<file path="config.mk">
export PLATFORM = sky130hd
export DESIGN_NAME = conv_window_reader
export DESIGN_NICKNAME = d
export VERILOG_FILES = /design/src/rtl/conv_pkg.sv /design/src/rtl/conv_mac9.sv /design/src/rtl/conv_window_reader.sv
export SDC_FILE = /design/constraint.sdc
export NUM_CORES = 2
export LEC_CHECK = 0
export CAP_MARGIN = 20
export CORE_MARGIN = 2
export CORE_UTILIZATION = 49
export CTS_BUF_LIST = sky130_fd_sc_hd__clkbuf_8
export DETAILED_ROUTE_END_ITERATION = 10
export PLACE_DENSITY_LB_ADDON = 0.2
export SYNTH_ARGS = -nofsm -noshare
export SYNTH_HDL_FRONTEND = slang
export SYNTH_HIERARCHICAL = 1
export SYNTH_SLANG_ARGS = --single-unit
</file>
<file path="constraint.sdc">
create_clock -name clk -period 5.7 [get_ports clk]
set_clock_uncertainty 0.15 [all_clocks]
set_input_delay 1.14 -clock clk [delete_from_list [all_inputs] [get_ports clk]]
set_output_delay 1.14 -clock clk [all_outputs]
set_load 0.05 [all_outputs]
</file>
<file path="src/rtl/conv_pkg.sv">
// Shared constants and FSM state encoding for the 3x3 convolution window reader.
package conv_pkg;

    localparam int CONV_WIDTH     = 8;
    localparam int CONV_ADDR_BIT  = 5;
    localparam int CONV_ACC_WIDTH = 2 * CONV_WIDTH + 4;
    localparam int CONV_TAPS      = 9;

    typedef enum logic [2:0] {
        ST_IDLE      = 3'd0,
        ST_WAIT_LOAD = 3'd1,
        ST_RUN       = 3'd2,
        ST_DRAIN     = 3'd3,
        ST_DONE      = 3'd4
    } conv_state_e;

    // Nine 2*w-bit products need four guard bits for an exact sum.
    function automatic int acc_width(input int w);
        return 2 * w + 4;
    endfunction

endpackage

</file>
<file path="src/rtl/conv_mac9.sv">
// Three-stage 3x3 multiply-accumulate: window register, nine products, exact sum.
// Define CONV_RELU_EN to clamp negative sums to zero in the final stage.
module conv_mac9 import conv_pkg::*; #(
    parameter int WIDTH     = CONV_WIDTH,
    parameter int ACC_WIDTH = acc_width(WIDTH)
) (
    input  logic                 clk,
    input  logic                 rst_n,
    input  logic                 in_valid,
    input  logic                 in_last,
    input  logic [9*WIDTH-1:0]   kernel,
    input  logic [9*WIDTH-1:0]   window,
    output logic [ACC_WIDTH-1:0] res,
    output logic                 res_valid,
    output logic                 res_last,
    output logic                 pipe_busy
);

    localparam int PW = 2 * WIDTH;

    logic [9*WIDTH-1:0]          win_q, win_d;
    logic                        v1_q, v1_d, l1_q, l1_d;
    logic                        v2_q, v2_d, l2_q, l2_d;
    logic                        v3_q, v3_d, l3_q, l3_d;
    logic signed [PW-1:0]        prod_q [CONV_TAPS];
    logic signed [PW-1:0]        prod_d [CONV_TAPS];
    logic signed [ACC_WIDTH-1:0] sum;
    logic signed [ACC_WIDTH-1:0] sum_final;
    logic [ACC_WIDTH-1:0]        res_q, res_d;

    generate
        for (genvar gi = 0; gi < CONV_TAPS; gi++) begin : g_tap
            assign prod_d[gi] = PW'($signed(win_q[gi*WIDTH +: WIDTH]))
                              * PW'($signed(kernel[gi*WIDTH +: WIDTH]));
        end
    endgenerate

    always_comb begin
        sum = '0;
        for (int i = 0; i < CONV_TAPS; i++) begin
            sum = sum + ACC_WIDTH'(prod_q[i]);
        end
    end

`ifdef CONV_RELU_EN
    assign sum_final = sum[ACC_WIDTH-1] ? '0 : sum;
`else
    assign sum_final = sum;
`endif

    always_comb begin
        win_d = window;
        v1_d  = in_valid;
        l1_d  = in_valid & in_last;
        v2_d  = v1_q;
        l2_d  = l1_q;
        v3_d  = v2_q;
        l3_d  = l2_q;
        // Result register only moves on a valid sum so res holds between results.
        res_d = res_q;
        if (v2_q) begin
            res_d = sum_final;
        end
    end

    always_ff @(posedge clk or negedge rst_n) begin
        if (!rst_n) begin
            win_q <= '0;
            v1_q  <= 1'b0;
            l1_q  <= 1'b0;
            v2_q  <= 1'b0;
            l2_q  <= 1'b0;
            v3_q  <= 1'b0;
            l3_q  <= 1'b0;
            res_q <= '0;
            for (int i = 0; i < CONV_TAPS; i++) begin
                prod_q[i] <= '0;
            end
        end else begin
            win_q <= win_d;
            v1_q  <= v1_d;
            l1_q  <= l1_d;
            v2_q  <= v2_d;
            l2_q  <= l2_d;
            v3_q  <= v3_d;
            l3_q  <= l3_d;
            res_q <= res_d;
            for (int i = 0; i < CONV_TAPS; i++) begin
                prod_q[i] <= prod_d[i];
            end
        end
    end

    assign res       = res_q;
    assign res_valid = v3_q;
    assign res_last  = v3_q & l3_q;
    // Stage 3 is being presented this cycle, so only stages 1-2 count as in flight.
    assign pipe_busy = v1_q | v2_q;

endmodule

</file>
<file path="src/rtl/conv_window_reader.sv">
// Frame sequencer that pops 3x3 windows from a line-buffer FIFO and feeds conv_mac9.
// Optional CONV_RELU_EN clamps negative results to zero (no extra latency).
module conv_window_reader import conv_pkg::*; #(
    parameter int WIDTH     = CONV_WIDTH,
    parameter int ADDR_BIT  = CONV_ADDR_BIT,
    parameter int ACC_WIDTH = acc_width(WIDTH)
) (
    input  logic                 clk,
    input  logic                 rst,
    input  logic                 start,
    input  logic [ADDR_BIT-1:0]  row_len,
    input  logic [ADDR_BIT-1:0]  row_cnt,
    input  logic [9*WIDTH-1:0]   kernel,
    input  logic [3*WIDTH-1:0]   out2,
    input  logic [3*WIDTH-1:0]   out1,
    input  logic [3*WIDTH-1:0]   out0,
    input  logic                 load_done,
    input  logic                 empty,
    output logic                 ren,
    output logic [ACC_WIDTH-1:0] res,
    output logic                 res_valid,
    output logic                 res_last,
    output logic                 busy,
    output logic                 done
);

    conv_state_e         state_q, state_d;
    logic [ADDR_BIT-1:0] col_q, col_d;
    logic [ADDR_BIT-1:0] row_q, row_d;
    logic [ADDR_BIT-1:0] row_len_q, row_len_d;
    logic [ADDR_BIT-1:0] row_cnt_q, row_cnt_d;
    logic [9*WIDTH-1:0]  kernel_q, kernel_d;

    logic last_col;
    logic last_row;
    logic col_valid;
    logic pipe_busy;

    assign last_col  = (col_q == row_len_q - ADDR_BIT'(1));
    assign last_row  = (row_q == row_cnt_q - ADDR_BIT'(3));
    assign col_valid = (col_q >= ADDR_BIT'(2));

    always_comb begin
        state_d   = state_q;
        col_d     = col_q;
        row_d     = row_q;
        row_len_d = row_len_q;
        row_cnt_d = row_cnt_q;
        kernel_d  = kernel_q;
        ren       = 1'b0;
        busy      = 1'b0;
        done      = 1'b0;
        unique case (state_q)
            ST_IDLE: begin
                if (start) begin
                    row_len_d = row_len;
                    row_cnt_d = row_cnt;
                    kernel_d  = kernel;
                    col_d     = '0;
                    row_d     = '0;
                    // Frames smaller than one kernel produce no windows at all.
                    if (row_len < ADDR_BIT'(3) || row_cnt < ADDR_BIT'(3)) begin
                        state_d = ST_DONE;
                    end else begin
                        state_d = ST_WAIT_LOAD;
                    end
                end
            end
            ST_WAIT_LOAD: begin
                busy = 1'b1;
                if (load_done) begin
                    state_d = ST_RUN;
                end
            end
            ST_RUN: begin
                busy = 1'b1;
                ren  = !empty;
                if (ren) begin
                    if (last_col) begin
                        col_d = '0;
                        if (last_row) begin
                            state_d = ST_DRAIN;
                        end else begin
                            row_d = row_q + ADDR_BIT'(1);
                        end
                    end else begin
                        col_d = col_q + ADDR_BIT'(1);
                    end
                end
            end
            ST_DRAIN: begin
                busy = 1'b1;
                if (!pipe_busy) begin
                    state_d = ST_DONE;
                end
            end
            ST_DONE: begin
                done    = 1'b1;
                state_d = ST_IDLE;
            end
            default: begin
                state_d = ST_IDLE;
            end
        endcase
    end

    always_ff @(posedge clk or negedge rst) begin
        if (!rst) begin
            state_q   <= ST_IDLE;
            col_q     <= '0;
            row_q     <= '0;
            row_len_q <= '0;
            row_cnt_q <= '0;
            kernel_q  <= '0;
        end else begin
            state_q   <= state_d;
            col_q     <= col_d;
            row_q     <= row_d;
            row_len_q <= row_len_d;
            row_cnt_q <= row_cnt_d;
            kernel_q  <= kernel_d;
        end
    end

    conv_mac9 #(
        .WIDTH     (WIDTH),
        .ACC_WIDTH (ACC_WIDTH)
    ) u_mac9 (
        .clk       (clk),
        .rst_n     (rst),
        .in_valid  (ren & col_valid),
        .in_last   (ren & last_col & last_row),
        .kernel    (kernel_q),
        .window    ({out2, out1, out0}),
        .res       (res),
        .res_valid (res_valid),
        .res_last  (res_last),
        .pipe_busy (pipe_busy)
    );

endmodule
</file>
# == Word-level counts from Yosys, hierarchy flattened ==
# Index checks and enable logic that the tools add are counted.
# op_classes
n_eq_ne,13
n_mul,9
bitwise,6
addsub,12
div_mod_pow,0
muxes,19
shift,0
order_cmp,3
n_reduce_logical,9
# ops
cell,count
multiplier 8 x 8 -> 16 bit,9
adder 20 x 16 -> 20 bit,6
2-to-1 mux 5 bit,6
2-to-1 mux 3 bit,7
case mux 5 bit (2 select lines),2
adder 17 x 16 -> 18 bit,1
adder 16 x 16 -> 17 bit,1
inequality test 2 bit (second input constant),7
case mux 3 bit (4 select lines),1
adder 5 x 1 -> 5 bit (second input constant),2
== test 5 bit,2
less-than comparator 5 x 2 -> 1 bit (second input constant),2
== test 3 x 2 -> 1 bit (second input constant),2
AND reduction 6 bit,1
bitwise AND 1 bit,5
>= comparator 5 x 2 -> 1 bit (second input constant),1
AND reduction 5 bit,1
subtractor 5 x 1 -> 5 bit (second input constant),1
subtractor 5 x 2 -> 5 bit (second input constant),1
== test 3 x 1 -> 1 bit (second input constant),1
== test 3 bit (second input constant),1
logical NOT 3 bit,1
2-to-1 mux 1 bit,3
AND reduction 3 bit,1
other kinds (6),6
# word_totals
output_inout_bits,25
latch_bits,0
mem_bits_rw,0
romBits,0
elab_cells,94
in_bits,159
regBits,337
memories,0

# == Logic depth before layout (Yosys ltp) ==
# logic_depth
depth_word,8
mapped_depth,17
depth_no_buf,17

# == Cells and area by module ==
# The synthesis kept the hierarchy.
# modules_own_cells
module,instances,seq_area_each_um2,cells_each,area_per_inst_um2
conv_mac9,1,6055.8,3179,32359.8
conv_window_reader,1,2377.3,472,4159.0

# == Worst setup path after synthesis ==
# OpenSTA, ideal clock, no wires.
# synth_timing
path_kind,register to register
from,register u_mac9/prod_q[98] (netlist name)
to,register u_mac9.res_q[18] (netlist: u_mac9/res[18])
setup_time_ns,0.124
path_stages_with_launch,16
slack_ns,1.350
t_arrival_ns,4.076
path_buffers,0
t_required_ns,5.426
period_less_slack_ns,4.350
path_cell_list,dfrtp_1 fa_1 fa_1 fa_1 inv_1 fa_1 inv_1 ha_1 inv_1 fa_1 and2b_1 o31ai_4 a22oi_2 a21oi_1 mux2i_1 a211o_1
# synth_between
elab_chain_cells,7
# synth_lines
element,line,rtl
from (decl),conv_mac9.sv:25,logic signed [PW-1:0] prod_q [CONV_TAPS];
"from (signal, indexed assignment)",conv_mac9.sv:89,prod_q[i] <= prod_d[i];
adder 17 x 16 -> 18 bit,conv_mac9.sv:41,sum = sum + ACC_WIDTH'(prod_q[i]);
adder 20 x 16 -> 20 bit (6 in series),conv_mac9.sv:41,
to (signal assigned),conv_mac9.sv:87,res_q <= res_d;
to (decl),conv_mac9.sv:29,"logic [ACC_WIDTH-1:0] res_q, res_d;"
# Every way passes these cells.
# A chain may end at the register's enable or synchronous reset.

==> flow_summary_export.csv <==
group,metric,value,unit
final_layout,syn_to_final_growth,12.40,%
global_route,first_global_vias,26240,
final_layout,finalNetCount,4940,
critical_path,worstPathCellList,"and2_1 -> fa_1 -> inv_1 -> fa_1 -> fa_1 -> inv_1 -> fa_1 -> ha_1 -> and3_1 -> a311oi_1 -> a21oi_1 -> nor2_1 -> xnor2_1",
critical_path,cpLargestDelayFamily,"adder cells",
critical_path,cp_max_fo,9,
final_layout,drive_above_1_share,0.03761,
synthesis,synth_seq_cells,337,
cts,ctsHoldBuffers,0,
drt,drc_errors,0,
global_route,grt_max_degree,88,
synthesis,seq_area_frac_synth,0.2309,
critical_path,cpMaxStageDelayCell,"fa_1",
critical_path,r2r-start,"kernel_q[50]$_DFFE_PN0P_",
cts,insertion_delay,700,ps
drt,via_per_inst,4.902,
die,dieHeight,277,um
timing,drv_slew,0,
placed_design,place_hpwl,65.05,mm
synthesis,async_flop_share,1.000,
cts,cts_buffer_depth,3,
cts,post_cts_buffers,0,
die,rows,100,
min_path,min-delay-start,"u_mac9/l2_q$_DFF_PN0_",
drt,routed_wirelength,79.39,mm
timing,fmax,216.1,MHz
drt,firstDrtPassIters,5,
cts,path_clk_slew,60,ps
die,core_area,74070,um2
timing,setup_viol,0,
critical_path,endpoint_kind,"register",
final_layout,final_core_util,0.5541,
status,outcome,"complete, no violations",
timing,rsz0062_at_grt,"no",
min_path,holdCritPathClass,"reg -> reg",
job,drv_cap,0,
drt,num_vias,24050,
synthesis,netlist_area,36520,um2
timing,finalCriticalPeriod,4628,ps
drt,dr.first_iter.drc_count,1139,
timing,slew_headroom,0.2729,
critical_path,arrival,5090,ps
die,io_pins,184,
timing,fin_crit_sh,0.8119,
drt,wire_per_inst,16.18,um
critical_path,crit_type,"reg -> reg",
synthesis,yosys_warnings,6,
cts,h-tree-depth,2,
timing,hold_violations,0,
timing,tightest_slew,1091,ps
die,start_util,0.4930,
cts,postCtsResizedCells,0,
cts,cts_tree,"yes",
placed_design,portBuffers,183,
timing,tns,0,ps
synthesis,synthCells,3651,
synthesis,ys_types,73,
global_route,antenna_found_initial,4,
die,die_area,76730,um2
synthesis,avgSynthCellArea,10.00,um2
synthesis,synth_enable_flop_cells,0,
global_route,grt.overflow.total,0,
critical_path,startpoint,"kernel_q[50]$_DFFE_PN0P_",
global_route,grtUsageTotal,0.2220,
synthesis,synth_flop_cell,"dfrtp_1",
cts,numCtsBuffers,61,
cts,clock-root-buffer,"clkbuf_8",
global_route,grt_pass1_wl,136.7,mm
critical_path,cpPeakStageDelay,700,ps
cts,clock_sinks,337,
placed_design,place.gp.congestion,0.8580,
synthesis,syn_nets,4706,
critical_path,required,6160,ps
critical_path,path_buf_inv,2,
die,die_w,277,um
critical_path,cp_common_cell,"fa_1",
drt,drtAntennaViolNets,0,
critical_path,startpoint_type,"register",
## sequential cells by signal (all words and copies together), names as in the netlist, 3 cells and up
| register | flops |
|---|---|
| u_mac9/prod_q | 144 |
| row_cnt_q | 5 |
| state_q | 3 |
| col_q | 5 |
| row_q | 5 |
| kernel_q | 72 |
| u_mac9/res | 20 |
| row_len_q | 5 |
| u_mac9/win_q | 72 |
## cells by family after synthesis
family	after synthesis	share of synthesized area
AND/OR/NAND/NOR	1090	0.1507
buffers and inverters	880	0.09117
AO/OA/AOI/OAI	274	0.05204
multiplexers	14	0.004214
XOR/XNOR	160	0.03858
flip-flops	337	0.2309
adder cells (fa/ha/maj)	896	0.4324
## cell type report
| cell class | count | area, um2 |
|---|---|---|
| diodes | 2 | 5.005 |
| repair buffers | 192 | 1954 |
| multi-input cells | 2434 | 24770 |
| clock inverters | 31 | 319.1 |
| flip-flops and latches | 337 | 8433 |
| fillers | 6681 | 33030 |
| well taps | 969 | 1212 |
| inverters | 859 | 3224 |
| clock buffers | 82 | 1129 |
## per-stage QoR
step           instances  hold WS, ps  cell area, um2  worst slack, ps
6_report            4906        189.7           41050             1072
5_1_grt             4905        217.1           41040            741.0
4_1_cts             4904        193.1           41040             1062
3_5_place_dp        4791        186.4           39590             1077
3_3_place_gp        4791        185.5           39590             1166
2_1_floorplan       3651        181.2           36520             1350
## cells in the mapped netlist, types with 6 or more instances
cell type | n | share of area
o21a_1 | 20 | 0.0041
a2111oi_0 | 7 | 0.0017
dfrtp_1 | 337 | 0.23
a211o_1 | 7 | 0.0017
nand2_1 | 428 | 0.044
o311ai_0 | 6 | 0.0014
nor2_1 | 92 | 0.0095
a21oi_1 | 52 | 0.0071
or2_2 | 8 | 0.0014
or3_1 | 7 | 0.0012
inv_1 | 859 | 0.088
a211oi_1 | 13 | 0.0027
nand4_1 | 8 | 0.0014
a31oi_1 | 14 | 0.0024
clkbuf_1 | 12 | 0.0012
nand2b_1 | 41 | 0.0070
o211ai_1 | 16 | 0.0033
a21o_1 | 19 | 0.0039
a311oi_1 | 8 | 0.0019
and2_1 | 386 | 0.066
xor2_1 | 36 | 0.0086
nor3_1 | 37 | 0.0051
o21ai_0 | 58 | 0.0079
nor2b_1 | 19 | 0.0033
and3_1 | 8 | 0.0014
ha_1 | 286 | 0.098
o21bai_1 | 11 | 0.0023
nand3_1 | 22 | 0.0030
nand3b_1 | 10 | 0.0021
mux2_2 | 11 | 0.0034
xnor2_1 | 123 | 0.029
fa_1 | 610 | 0.33
buf_2 | 7 | 0.00096
## cell usage in the layout, fill, tap and decap left out, types with 13 or more instances in the layout
cell	n
inv_1	872
fa_1	610
nand2_1	427
and2_1	386
dfrtp_1	337
ha_1	286
clkdlybuf4s50_1	182
xnor2_1	123
nor2_1	92
clkbuf_8	82
o21ai_0	58
a21oi_1	52
nand2b_1	41
xor2_1	36
nor3_1	36
nand3_1	22
o21a_1	20
nor2b_1	19
a21o_1	19
o211ai_1	16
a31oi_1	14
a211oi_1	13
## worst paths after layout
kind | endpoint | slack (ps) | depth (start not counted)
min | u_mac9/l3_q$_DFF_PN0_ | 190 | 0
max reg2reg | u_mac9/prod_q[47]$_DFF_PN0_ | 1070 | 13
max in group asynchronous | state_q[2]$_DFFE_PN0P_ | 4040 | 3
min reg2reg | u_mac9/l3_q$_DFF_PN0_ | 190 | 0
min in group asynchronous | u_mac9/prod_q[111]$_DFF_PN0_ | 300 | 1
max | u_mac9/prod_q[47]$_DFF_PN0_ | 1070 | 13
## routing by layer
metal	vias up	wire (um)	share of wire	global-route usage
met5	-	0	0	0
met4	0	1687	0.021	0.05337
met3	97	2763	0.035	0.02489
met2	398	38430	0.48	0.3722
met1	12050	36510	0.46	0.3107
li1	11510	-	-	-
Power is left out: the tool's default activity adds up to more than one toggle a clock period on the data nets, which glitch-free logic cannot reach.
